<file path="src/rtl/reg_bank_16x64_if.sv">
// rtl/reg_bank_16x64_if.sv - write/read bus bundle for the 16x64 register bank
interface reg_bank_16x64_if #(
  parameter int DATA_W = 64,
  parameter int ADDR_W = 4
);
  logic              regwen;
  logic [DATA_W-1:0] inA;
  logic [ADDR_W-1:0] selwreg;
  logic [1:0]        endwreg;
  logic [ADDR_W-1:0] seloutA;
  logic [ADDR_W-1:0] seloutB;
  logic              enrregA;
  logic              enrregB;
  logic              cnstA;
  logic              cnstB;
  logic [DATA_W-1:0] outA;
  logic [DATA_W-1:0] outB;

  modport master (
    output regwen, inA, selwreg, endwreg, seloutA, seloutB,
    output enrregA, enrregB, cnstA, cnstB,
    input  outA, outB
  );

  modport slave (
    input  regwen, inA, selwreg, endwreg, seloutA, seloutB,
    input  enrregA, enrregB, cnstA, cnstB,
    output outA, outB
  );
endinterface

</file>
<file path="src/rtl/reg_bank_16x64.sv">
// rtl/reg_bank_16x64.sv - 16x64 register file, one lane-masked write port, two registered read ports
// Lane-mode writes are enabled by defining REG_BANK_WRITE_MASK_EN; otherwise every write is whole-word.
module reg_bank_16x64 #(
  parameter int DATA_W = 64,
  parameter int ADDR_W = 4,
  parameter int NREGS  = 2**ADDR_W
) (
  input logic               clock,
  input logic               reset,
  reg_bank_16x64_if.slave   bus
);
  localparam int HALF_W = DATA_W / 2;
  localparam int QTR_W  = DATA_W / 4;

  logic [DATA_W-1:0] regs_q [NREGS];
  logic [DATA_W-1:0] regs_d [NREGS];
  logic [DATA_W-1:0] outa_q, outa_d;
  logic [DATA_W-1:0] outb_q, outb_d;
  logic [DATA_W-1:0] wr_old;
  logic [DATA_W-1:0] wr_merged;
  logic [DATA_W-1:0] src_a;
  logic [DATA_W-1:0] src_b;

  assign wr_old = regs_q[bus.selwreg];

`ifdef REG_BANK_WRITE_MASK_EN
  always_comb begin
    wr_merged = bus.inA;
    case (bus.endwreg)
      2'b01:   wr_merged = {wr_old[DATA_W-1:HALF_W], bus.inA[HALF_W-1:0]};
      2'b10:   wr_merged = {bus.inA[DATA_W-1:HALF_W], wr_old[HALF_W-1:0]};
      2'b11:   wr_merged = {wr_old[DATA_W-1:QTR_W], bus.inA[QTR_W-1:0]};
      default: wr_merged = bus.inA;
    endcase
  end
`else
  logic endwreg_unused;
  logic [DATA_W-1:0] wr_old_unused;
  assign endwreg_unused = ^bus.endwreg;
  assign wr_old_unused  = wr_old;
  assign wr_merged      = bus.inA;
`endif

  // Write-through: a bypassing port sees the merged word landing this edge.
  always_comb begin
    src_a = regs_q[bus.seloutA];
    src_b = regs_q[bus.seloutB];
    if (bus.cnstA && bus.regwen && (bus.selwreg == bus.seloutA)) begin
      src_a = wr_merged;
    end
    if (bus.cnstB && bus.regwen && (bus.selwreg == bus.seloutB)) begin
      src_b = wr_merged;
    end
  end

  always_comb begin
    regs_d = regs_q;
    if (bus.regwen) begin
      regs_d[bus.selwreg] = wr_merged;
    end
    outa_d = bus.enrregA ? src_a : outa_q;
    outb_d = bus.enrregB ? src_b : outb_q;
  end

  always_ff @(posedge clock or negedge reset) begin
    if (!reset) begin
      for (int i = 0; i < NREGS; i++) begin
        regs_q[i] <= '0;
      end
      outa_q <= '0;
      outb_q <= '0;
    end else begin
      regs_q <= regs_d;
      outa_q <= outa_d;
      outb_q <= outb_d;
    end
  end

  assign bus.outA = outa_q;
  assign bus.outB = outb_q;
endmodule

</file>
<file path="src/flat_wrapper.sv">
// flat-port wrapper written by rule: the top's interface ports become plain ports
module reg_bank_16x64_flat 
#(
  parameter int DATA_W = 64,
  parameter int ADDR_W = 4,
  parameter int NREGS  = 2**ADDR_W
)
  (clock, reset, bus_regwen, bus_inA, bus_selwreg, bus_endwreg, bus_seloutA, bus_seloutB, bus_enrregA, bus_enrregB, bus_cnstA, bus_cnstB, bus_outA, bus_outB);
  reg_bank_16x64_if #(.DATA_W(DATA_W), .ADDR_W(ADDR_W)) bus_i ();
  input logic clock;
  input logic reset;
  input wire logic [$bits(bus_i.regwen)-1:0] bus_regwen;
  input wire logic [$bits(bus_i.inA)-1:0] bus_inA;
  input wire logic [$bits(bus_i.selwreg)-1:0] bus_selwreg;
  input wire logic [$bits(bus_i.endwreg)-1:0] bus_endwreg;
  input wire logic [$bits(bus_i.seloutA)-1:0] bus_seloutA;
  input wire logic [$bits(bus_i.seloutB)-1:0] bus_seloutB;
  input wire logic [$bits(bus_i.enrregA)-1:0] bus_enrregA;
  input wire logic [$bits(bus_i.enrregB)-1:0] bus_enrregB;
  input wire logic [$bits(bus_i.cnstA)-1:0] bus_cnstA;
  input wire logic [$bits(bus_i.cnstB)-1:0] bus_cnstB;
  output wire logic [$bits(bus_i.outA)-1:0] bus_outA;
  output wire logic [$bits(bus_i.outB)-1:0] bus_outB;
  assign bus_i.regwen = bus_regwen;
  assign bus_i.inA = bus_inA;
  assign bus_i.selwreg = bus_selwreg;
  assign bus_i.endwreg = bus_endwreg;
  assign bus_i.seloutA = bus_seloutA;
  assign bus_i.seloutB = bus_seloutB;
  assign bus_i.enrregA = bus_enrregA;
  assign bus_i.enrregB = bus_enrregB;
  assign bus_i.cnstA = bus_cnstA;
  assign bus_i.cnstB = bus_cnstB;
  assign bus_outA = bus_i.outA;
  assign bus_outB = bus_i.outB;
  reg_bank_16x64 #(.DATA_W(DATA_W), .ADDR_W(ADDR_W), .NREGS(NREGS)) u_core (.clock(clock), .reset(reset), .bus(bus_i));
endmodule
</file>
<file path="config.mk">
export PLATFORM = sky130hd
export DESIGN_NAME = reg_bank_16x64_flat
export DESIGN_NICKNAME = d
export VERILOG_FILES = /design/src/rtl/reg_bank_16x64_if.sv /design/src/rtl/reg_bank_16x64.sv /design/src/flat_wrapper.sv
export SDC_FILE = /design/constraint.sdc
export NUM_CORES = 2
export LEC_CHECK = 0
export CORE_MARGIN = 2
export CORE_UTILIZATION = 30
export CTS_CLUSTER_DIAMETER = 80
export CTS_CLUSTER_SIZE = 14
export DETAILED_ROUTE_END_ITERATION = 10
export PLACE_DENSITY = 0.53
export SYNTH_ARGS = -nofsm -noshare
export SYNTH_HDL_FRONTEND = slang
export SYNTH_SLANG_ARGS = --single-unit
export TNS_END_PERCENT = 20
</file>
<file path="constraint.sdc">
create_clock -name clock -period 2 [get_ports clock]
set_clock_uncertainty 0.1 [all_clocks]
set_input_delay 0.4 -clock clock [delete_from_list [all_inputs] [get_ports clock]]
set_output_delay 0.4 -clock clock [all_outputs]
set_load 0.03 [all_outputs]
</file>
==> results.md <==
* Outcome: completed
* Final ANT Viol Nets at 0
* Root buf cell: clkbuf_16
* Unrepaired setup endpoints after global routing: true
* First-pass GRT wire length at ~310,000 um
* Dpl hpwl at about 140,000 um
* Vias in the first global route at 44,100
* Vias/cell at roughly 5.6
* Total Nets Final at 4,953
* Wire length per cell at between 20 and 30 um
* Max H-tree Level at 3
* Core ar. at about 200,000 sq um
* CTS tree: yes
* Final WS setup at between 0.007 and 0.008 ns
* Critical Path Start: u_core.bus.outA[2]
* Mapped cell area at ~60,000 sq um
* DIE AREA at 205,000 sq um
* Worst min path class: input pin to register
* PwrDens at about 940 nW/um^2
* Final Non-Filler Cells at 7,555
* Crit path max fanout at 2
* Routed via count at 42,000
* Critical path startpoint category: register
* Clk slew on worst S/H paths at ~0.070 ns
* Final Cycle Share at 99.6%
* Initial DRC count at between 3,000 and 4,000
* Die Ht at between 400 and 500 um
* CP bufs+invs at 1
* Fin. max-slew vios at 0
* Grt total ovfl at 0
* Least-Margin Pin Slew at 0.690 ns
* Post-synth cell types at 35
* Drt pass-1 iters at 5
* Sequential area share after synthesis at 47.8%
* Fmax achieved at ~0.50 GHz
* Endpoints failing hold at 0
* Synthesis Warnings at 0
* Final setup fails at 0
* Minimum clock period at ~2 ns
* Avg Inst Size Synth at roughly 13 sq um
* Clock sink count at approximately 1,200
* Drt drc at 0
* Setup CP Type: register to output port
* Setup TNS at 0 ns
* Longest Clk Path Bufs at 3
* Die width at 452 um
* TritonCTS Buffers at 99
* Cells along the critical path: clkdlybuf4s15_2
* Final WL at around 210,000 um
* Boundary Pins at about 210
* Initial antenna violation count at 9
* Total setup buffers inserted after CTS at 0
* Critical Path RT at about 1.5 ns
* Critical Path Sink Type: output port
* Critical Path AT at 1.49 ns
* Largest net degree at the start of global routing at 91
* Startpoint of the worst hold path: bus_seloutB[2]
* Max-cap viol count at 0
* Clk_lat worst skew at approximately 0.74 ns
* Mapped Cells at 4,470
* Top delay family on crit path: flip-flops
* Share of cells above drive strength 1 at about 44%
* Area Growth Syn to Fin at 21.4%
* Syn Nets at approximately 4,600
* Cell count after placement at about 7,400
* Slew headroom at roughly 54%
* Worst IR drop on VDD at about 640 uV
* GP Congestion at 0.807
* Synth Register Bits at 1,152
* Slowest CP cell: dfrtp_2
* Row count at approximately 160
* R2R Path Start: u_core.regs_q[957]
* Leak pwr at around 31 nW
* Starting Density at 30.2%
* Max stage delay on crit path at between 0.4 and 0.5 ns
* Total GRT Usage at about a fifth
* Worst slack, placed at -0.738 ns
* IO buf count at between 200 and 250
Yosys cell counts:
master | n | share of area (%)
dfrtp_1 | 1152 | 48
mux2_2 | 894 | 17
mux4_2 | 384 | 14
nand2_1 | 323 | 2.0
o21ai_0 | 308 | 2.6
mux2i_1 | 256 | 4.3
clkbuf_1 | 225 | 1.4
buf_2 | 168 | 1.4
a221oi_1 | 128 | 1.9
a31oi_1 | 128 | 1.3
a41o_1 | 128 | 2.1
nor2_1 | 128 | 0.80
mux2_1 | 66 | 1.2
inv_1 | 65 | 0.40
buf_6 | 51 | 0.95
o21ai_1 | 12 | 0.10
buf_1 | 7 | 0.044
buf_4 | 6 | 0.075
xor2_1 | 6 | 0.087
nor2_2 | 5 | 0.052
nor3_4 | 5 | 0.13
nand2b_1 | 3 | 0.031
nor2b_1 | 3 | 0.031
a21boi_0 | 2 | 0.025
and3_1 | 2 | 0.021
nand3_1 | 2 | 0.017
nor2_4 | 2 | 0.037
nor3_1 | 2 | 0.017
or3_1 | 2 | 0.021
xnor2_1 | 2 | 0.029
and2_1 | 1 | 0.010
nand2_2 | 1 | 0.010
nor3_2 | 1 | 0.017
nor4_4 | 1 | 0.035
or4_1 | 1 | 0.012
repair_timing:
action | in CTS | in global routing
gates resized for setup | 511 | 22
pin swaps | 0 | 0
hold buffers | 3 | 0
endpoints found under the setup margin | 125 | 21
cloned | 0 | 0
hold endpoints to repair | 566 | 0
stage by stage:
stage | hold slack, ns | cell area [sq um] | util, % | power [W]
after global routing | 0.0755 | 73200 | 36.7 | 0.0721
after floorplan | 0.00441 | 60300 | - | 0.0434
after detailed placement | 0.261 | 70500 | 35.3 | 0.0505
after CTS | 0.0197 | 73300 | 36.7 | 0.0693
final | 0.0772 | 73200 | 36.7 | 0.0687
after global placement | 0.266 | 70500 | 35.3 | 0.0500
cells by family (layout without fill, tap and decap cells):
logic type	after synthesis	after routing	share of synthesized area (%)
AND/OR/NAND/NOR	482	482	3.25
other	0	2	0
flip-flops	1152	1152	47.8
buffers and inverters	522	949	4.27
XOR/XNOR	8	8	0.116
AO/OA/AOI/OAI	706	706	8.00
multiplexers	1600	1600	36.5
sequential cells by signal, summed over array words and instances (netlist names):
register         cells
u_core.bus.outB     64
u_core.bus.outA     64
u_core.regs_q     1024
cell usage in the layout (no fill, tap or decap), types with 64 or more instances in the layout:
| cell type | instances |
|---|---|
| dfrtp_1 | 1116 |
| mux2_2 | 894 |
| mux4_2 | 384 |
| nand2_1 | 323 |
| buf_4 | 315 |
| o21ai_0 | 308 |
| mux2i_1 | 256 |
| buf_12 | 232 |
| a221oi_1 | 128 |
| nor2_1 | 128 |
| a41o_1 | 128 |
| a31oi_1 | 128 |
| clkbuf_16 | 101 |
| clkdlybuf4s50_1 | 72 |
| mux2_1 | 66 |
| clkdlybuf4s15_2 | 66 |
| inv_1 | 64 |
per-layer routing:
metal	GRT usage (%)	routed length [um]	up-vias	share of wire [%]
met4	6.43	6700	4	3.2
met5	0	21	-	0.0099
met3	3.82	13200	323	6.2
li1	-	-	17800	-
met2	33.4	100000	1445	47
met1	27.8	91600	22500	43
path summary, 6_finish.rpt:
kind                                       endpoint  slack (ns)  cells past startpoint
worst max register to register  u_core.bus.outB[61]        0.35                      4
worst min register to register   u_core.regs_q[711]        0.40                      2
min in group asynchronous        u_core.regs_q[914]        0.11                      2
worst max-delay path                    bus_outA[2]       0.008                      1
worst min-delay path            u_core.bus.outB[51]        0.08                      4
max in group asynchronous        u_core.regs_q[601]        0.77                      4
area by class of cell:
cell class | count | area [sq um]
Tap cell | 2656 | 3320
Antenna cell | 2 | 5.00
Clock buffer | 110 | 2600
Multi-Input combinational cell | 2796 | 29000
Timing Repair Buffer | 754 | 8920
Clock inverter | 20 | 258
Inverter | 65 | 249
Fill cell | 19100 | 126000
Sequential cell | 1152 | 28900
power breakdown:
part | switching, W | internal (W) | leakage, nW
Combinational | 0.00728 | 0.00977 | 15.8
Clock | 0.00918 | 0.00961 | 1.39
Sequential | 0.00433 | 0.0285 | 14.1
Total | 0.0208 | 0.0479 | 31.3
(Power assumes the default switching activity.)
